==> config.mk <==
export PLATFORM = sky130hd
export DESIGN_NAME = ex_hazard_ctrl
export DESIGN_NICKNAME = d
export VERILOG_FILES = /design/src/rtl/core_pkg.sv /design/src/rtl/hz_match.sv /design/src/rtl/ex_hazard_ctrl.sv
export SDC_FILE = /design/constraint.sdc
export NUM_CORES = 1
export LEC_CHECK = 0
export CORE_MARGIN = 2
export CORE_UTILIZATION = 47
export DETAILED_ROUTE_END_ITERATION = 16
export PLACE_DENSITY = 0.79
export SETUP_SLACK_MARGIN = 0.1
export SKIP_CTS_REPAIR_TIMING = 1
export SYNTH_ARGS = -nofsm -noshare
export SYNTH_HDL_FRONTEND = slang
export SYNTH_SLANG_ARGS = --single-unit
==> constraint.sdc <==
create_clock -name CLK -period 2 [get_ports CLK]
set_input_delay 0.4 -clock CLK [delete_from_list [all_inputs] [get_ports CLK]]
set_output_delay 0.4 -clock CLK [all_outputs]
set_load 0.03 [all_outputs]
==> src/rtl/core_pkg.sv <==
// Shared definitions for the execute-stage hazard controller:
// forwarding select codes, FSM encodings and the shadow pipeline entry.
package core_pkg;

    localparam logic [1:0] FWD_RF  = 2'd0;
    localparam logic [1:0] FWD_EX  = 2'd1;
    localparam logic [1:0] FWD_MEM = 2'd2;

    typedef enum logic {
        HZ_RUN   = 1'b0,
        HZ_FLUSH = 1'b1
    } hz_state_e;

    // Control-only shadow of one in-flight instruction; no data is tracked.
    typedef struct packed {
        logic       valid;
        logic [4:0] rd;
        logic       wb;
        logic       load;
    } shadow_t;

endpackage

==> src/rtl/hz_match.sv <==
// Compares one decode source register against one shadow entry.
// x0 is hard-wired to zero, so a write to it never produces a dependency.
module hz_match
    import core_pkg::*;
(
    input  logic [4:0] src_i,
    input  logic       uses_i,
    input  shadow_t    entry_i,
    output logic       match_o,
    output logic       is_load_o
);

    assign match_o = entry_i.valid && entry_i.wb && (entry_i.rd != 5'd0)
                  && (entry_i.rd == src_i) && uses_i;
    assign is_load_o = entry_i.load;

endmodule

==> src/rtl/ex_hazard_ctrl.sv <==
// Execute-stage sequencing: tracks EX/MEM destinations, selects operand
// forwarding, inserts load-use bubbles and squashes after taken branches.
module ex_hazard_ctrl
    import core_pkg::*;
#(
    parameter int unsigned FLUSH_CYCLES = 2
) (
    input  logic       CLK,
    input  logic       RST,
    input  logic       id_valid,
    input  logic [4:0] id_rs1,
    input  logic [4:0] id_rs2,
    input  logic       id_uses_rs1,
    input  logic       id_uses_rs2,
    input  logic [4:0] id_rd,
    input  logic       id_write_back,
    input  logic       id_load,
    input  logic       ex_branch_taken,
    input  logic       mem_busy,
    output logic       stall,
    output logic       freeze,
    output logic       take_branch,
    output logic       pc_redirect,
    output logic [1:0] fwd_op1,
    output logic [1:0] fwd_op2
);

    // Counter holds the squash cycles still owed after the current one.
    localparam logic [2:0] FLUSH_LOAD = 3'(FLUSH_CYCLES - 1);

    shadow_t   ex_q, ex_d;
    shadow_t   mem_q, mem_d;
    hz_state_e state_q, state_d;
    logic [2:0] cnt_q, cnt_d;

    logic ex_m1, ex_m2, mem_m1, mem_m2;
    logic ex_l1, ex_l2, mem_l1, mem_l2;
    logic load_use;
    logic issue;
    logic unused_mem_load;

    hz_match u_ex_rs1 (
        .src_i    (id_rs1),
        .uses_i   (id_uses_rs1),
        .entry_i  (ex_q),
        .match_o  (ex_m1),
        .is_load_o(ex_l1)
    );

    hz_match u_ex_rs2 (
        .src_i    (id_rs2),
        .uses_i   (id_uses_rs2),
        .entry_i  (ex_q),
        .match_o  (ex_m2),
        .is_load_o(ex_l2)
    );

    hz_match u_mem_rs1 (
        .src_i    (id_rs1),
        .uses_i   (id_uses_rs1),
        .entry_i  (mem_q),
        .match_o  (mem_m1),
        .is_load_o(mem_l1)
    );

    hz_match u_mem_rs2 (
        .src_i    (id_rs2),
        .uses_i   (id_uses_rs2),
        .entry_i  (mem_q),
        .match_o  (mem_m2),
        .is_load_o(mem_l2)
    );

    // A load already in MEM can be forwarded, so its load flag is irrelevant.
    assign unused_mem_load = mem_l1 | mem_l2;

    assign freeze      = mem_busy;
    assign take_branch = (state_q == HZ_FLUSH) || ((state_q == HZ_RUN) && ex_branch_taken);
    assign pc_redirect = (state_q == HZ_RUN) && ex_branch_taken && !mem_busy;
    assign load_use    = (ex_m1 && ex_l1) || (ex_m2 && ex_l2);
    assign stall       = load_use && !take_branch;
    assign issue       = id_valid && !stall && !mem_busy && !take_branch;

    assign fwd_op1 = ex_m1 ? FWD_EX : (mem_m1 ? FWD_MEM : FWD_RF);
    assign fwd_op2 = ex_m2 ? FWD_EX : (mem_m2 ? FWD_MEM : FWD_RF);

    always_comb begin
        // NOTE: every always_comb target gets a default first so no path can infer a latch.
        ex_d    = ex_q;
        mem_d   = mem_q;
        state_d = state_q;
        cnt_d   = cnt_q;

        if (!mem_busy) begin
            mem_d = ex_q;
            if (issue) begin
                ex_d = '{valid: 1'b1, rd: id_rd, wb: id_write_back, load: id_load};
            end else begin
                ex_d = '0;
            end

            unique case (state_q)
                HZ_RUN: begin
                    if (ex_branch_taken) begin
                        cnt_d = FLUSH_LOAD;
                        if (FLUSH_LOAD != 3'd0) begin
                            state_d = HZ_FLUSH;
                        end
                    end
                end
                HZ_FLUSH: begin
                    if (cnt_q <= 3'd1) begin
                        cnt_d   = 3'd0;
                        state_d = HZ_RUN;
                    end else begin
                        cnt_d = cnt_q - 3'd1;
                    end
                end
                default: begin
                    state_d = HZ_RUN;
                    cnt_d   = 3'd0;
                end
            endcase
        end
    end

    // NOTE: sequential state uses non-blocking assignments so every register samples pre-edge values.
    always_ff @(posedge CLK or posedge RST) begin
        if (RST) begin
            ex_q    <= '0;
            mem_q   <= '0;
            state_q <= HZ_RUN;
            cnt_q   <= 3'd0;
        end else begin
            ex_q    <= ex_d;
            mem_q   <= mem_d;
            state_q <= state_d;
            cnt_q   <= cnt_d;
        end
    end

endmodule

==> flow_summary_export.csv <==
group,metric,value,unit
run_status,status,"finished, violations left",
run_status,violations,"setup timing",
route,drc,0,
sta,rsz0062_at_grt,"yes",
layout,layout-drive-gt1-share,36.4,%
sta,worst_slack,-0.627,ns
global_route,grt_pass1_vias,1037,
route,detail-route-antenna-nets,0,
global_route,grt-ovfl-total,0,
sta,min_period,2.63,ns
global_route,grt_usage,21.5,%
route,via_per_inst,5.19,
placement,port_buffers,31,
synthesis,synthTopCellsByCount,"19 x dfrtp_1, 16 x nand2_1, 16 x xor2_1, 8 x nor2_1, 8 x o21ai_0",
placement,pre_cts_ws,-0.782,ns
route,vias,1058,
die,fp.dieW,53.6,um
synthesis,synth-edff-count,0,
worst_hold_path,hold_path.class,"input port to async pin",
layout,multi_input_area,723,um2
synthesis,yosysWarnings,0,
worst_setup_path,crit_path_frequent_cell,"buf_6",
worst_setup_path,cp_slowest_cell,"dfrtp_1",
worst_setup_path,cp.arrival,2.23,ns
cts,cts_tree,"done",
die,start_util,50.7,%
global_route,grt_max_degree,21,
job,maxCapViolCount,0,
synthesis,ys_seq_elements,19,
placement,placed_cells,196,
sta,clock_skew,0.00408,ns
sta,hold_viol,0,
worst_setup_path,crit_family,"simple AND/OR/NAND/NOR gates",
die,num_rows,17,
pwr,power.total,1.13,mW
die,core_area,0.00228,mm2
sta,max_slew_margin,80.7,%
synthesis,synth_nets,144,
layout,fillers,158,
pwr,leakagePower,0.847,nW
synthesis,async_flop_share,100,%
worst_setup_path,cp.depth,8,
cts,clk_pin_slew_worst_paths,0.11,ns
route,drt_iter0_drc,30,
worst_setup_path,crit_required,1.60,ns
sta,min_period_over_period,131,%
sta,hold_ws,0.399,ns
synthesis,yosys-top-cells-area,"dfrtp_1 41%, xor2_1 12%, mux2_2 6.8%",
cts,h-tree-depth,1,
worst_setup_path,reg2reg_depth,9,
die,dieHeight,53.6,um
pwr,ir_worst_vdd,574,uV
worst_setup_path,start_kind,"flip-flop",
worst_setup_path,cp_max_fo,4,
sta,tightest_slew,0.288,ns
synthesis,synth_top_area_share,41.2,%
cts,cts_root_buf,"clkbuf_4",
sta,slew_violations,0,
pwr,p_per_area,620,mW/mm2
layout,seqCellArea,475,um2
layout,area_delta_synth_final,58.5,%
cts,insertion_delay,0.30,ns
sta,fin_setup_tns,-2.83,ns
sta,setup_viol,13,
synthesis,yosysMostFrequentCell,"dfrtp_1",
route,dr.pass1.iters,4,
die,die_area,0.00287,mm2
cts,cts_buffer_depth,2,
layout,final_cell_count_no_fill,204,
placement,place.gp.congestion,0.776,
global_route,antenna_found_initial,0,
sta,max_freq,0.381,GHz
worst_setup_path,crit_type,"flip-flop to primary output",
cts,clkSinkCount,19,
synthesis,ys.flop_type,"dfrtp_1",
synthesis,synth.avg_cell_area,9.79,um2
synthesis,synth_area,0.00115,mm2
cts,cts-buffers-inserted,3,
synthesis,synth_cells,118,
synthesis,synth_largest_area_cell,"dfrtp_1",
worst_setup_path,crit_chain,"buf_6 > xor2_1 > nor4_2 > nand3_1 > buf_6 > a211oi_4 > and2_4 > buf_6",
worst_setup_path,slowest_delay,0.45,ns
placement,dpl.hpwl,2160,um
worst_setup_path,end_kind,"primary output",
route,wl_per_cell,14.7,um
die,ios,32,
worst_setup_path,critPathBufInv,3,
global_route,grt_pass1_wl,4440,um
layout,nets,203,
layout,diodes,0,
synthesis,synth.distinct_cells,31,
route,wirelength,2990,um
synthesis,seq_area_frac_synth,41.2,%
## worst paths after layout
path                         start       end  slack (ns)
setup / recovery           ex_q[5]     stall       -0.63
hold reg to reg            ex_q[0]   ex_q[0]        0.52
min in group CLK           ex_q[0]   ex_q[0]        0.52
max in group asynchronous      RST   ex_q[7]        1.40
setup reg to reg           ex_q[5]   ex_q[4]       -0.09
hold / removal                 RST  cnt_q[0]        0.40
## cell families after synthesis
family	count (synthesis)	share of synthesized area, %
buffers and inverters	11	4.55
flip-flops	19	41.2
AO/OA/AOI/OAI	17	10.4
AND/OR/NAND/NOR	41	18.9
adder cells (fa/ha/maj)	2	2.17
multiplexers	8	7.69
XOR/XNOR	20	15.2
## registers in the layout (all words and copies together), names as in the netlist
register  flops
ex_q          8
state_q       1
cnt_q         3
mem_q         7
## cell type report
| cell class | instances | area share (%) |
|---|---|---|
| multi-input combinational | 88 | 39.5 |
| timing repair buffer | 59 | 29.9 |
| sequential | 19 | 26.0 |
| tap | 28 | 1.91 |
| clock buffer | 4 | 1.44 |
| inverter | 6 | 1.23 |
## routing by layer
layer,vias up,global-route usage [%],routed length (um)
li1,518,-,-
met5,-,0,0
met1,490,27.0,1190
met2,48,39.1,1590
met3,2,1.94,198
met4,0,6.41,17
## worst min-delay path, delay by kind of cell
| kind | cells | cell delay [ns] |
|---|---|---|
| buffers and inverters | 3 | 0.69 |
## cell usage in the layout, fill, tap and decap left out, types with 2 or more instances in the layout
| cell | n |
|---|---|
| buf_4 | 24 |
| buf_6 | 10 |
| clkbuf_4 | 3 |
| clkdlybuf4s50_1 | 21 |
| dfrtp_1 | 19 |
| dlymetal6s2s_1 | 2 |
| ha_1 | 2 |
| inv_1 | 6 |
| mux2_2 | 7 |
| nand2_1 | 16 |
| nand3_1 | 3 |
| nor2_1 | 6 |
| nor2_4 | 2 |
| nor2b_1 | 2 |
| nor3_4 | 2 |
| nor4_1 | 2 |
| o21ai_0 | 2 |
| o21ai_1 | 2 |
| o21ai_2 | 6 |
| or4_1 | 2 |
| xnor2_1 | 4 |
| xor2_1 | 15 |
## through the flow
stage	cell area, um2	util, %
6_report	1830	80.4
4_1_cts	1690	74.1
2_1_floorplan	1180	-
3_5_place_dp	1660	73.0
5_1_grt	1830	80.4
3_3_place_gp	1660	73.0
## power breakdown
part / leakage [nW] / internal [mW] / total, mW / switching (mW)
combinational: 0.577 / 0.215 / 0.431 / 0.216
clock: 0.0150 / 0.0776 / 0.196 / 0.118
sequential: 0.255 / 0.447 / 0.507 / 0.0603
total: 0.847 / 0.740 / 1.13 / 0.394
(Power assumes the default switching activity.)
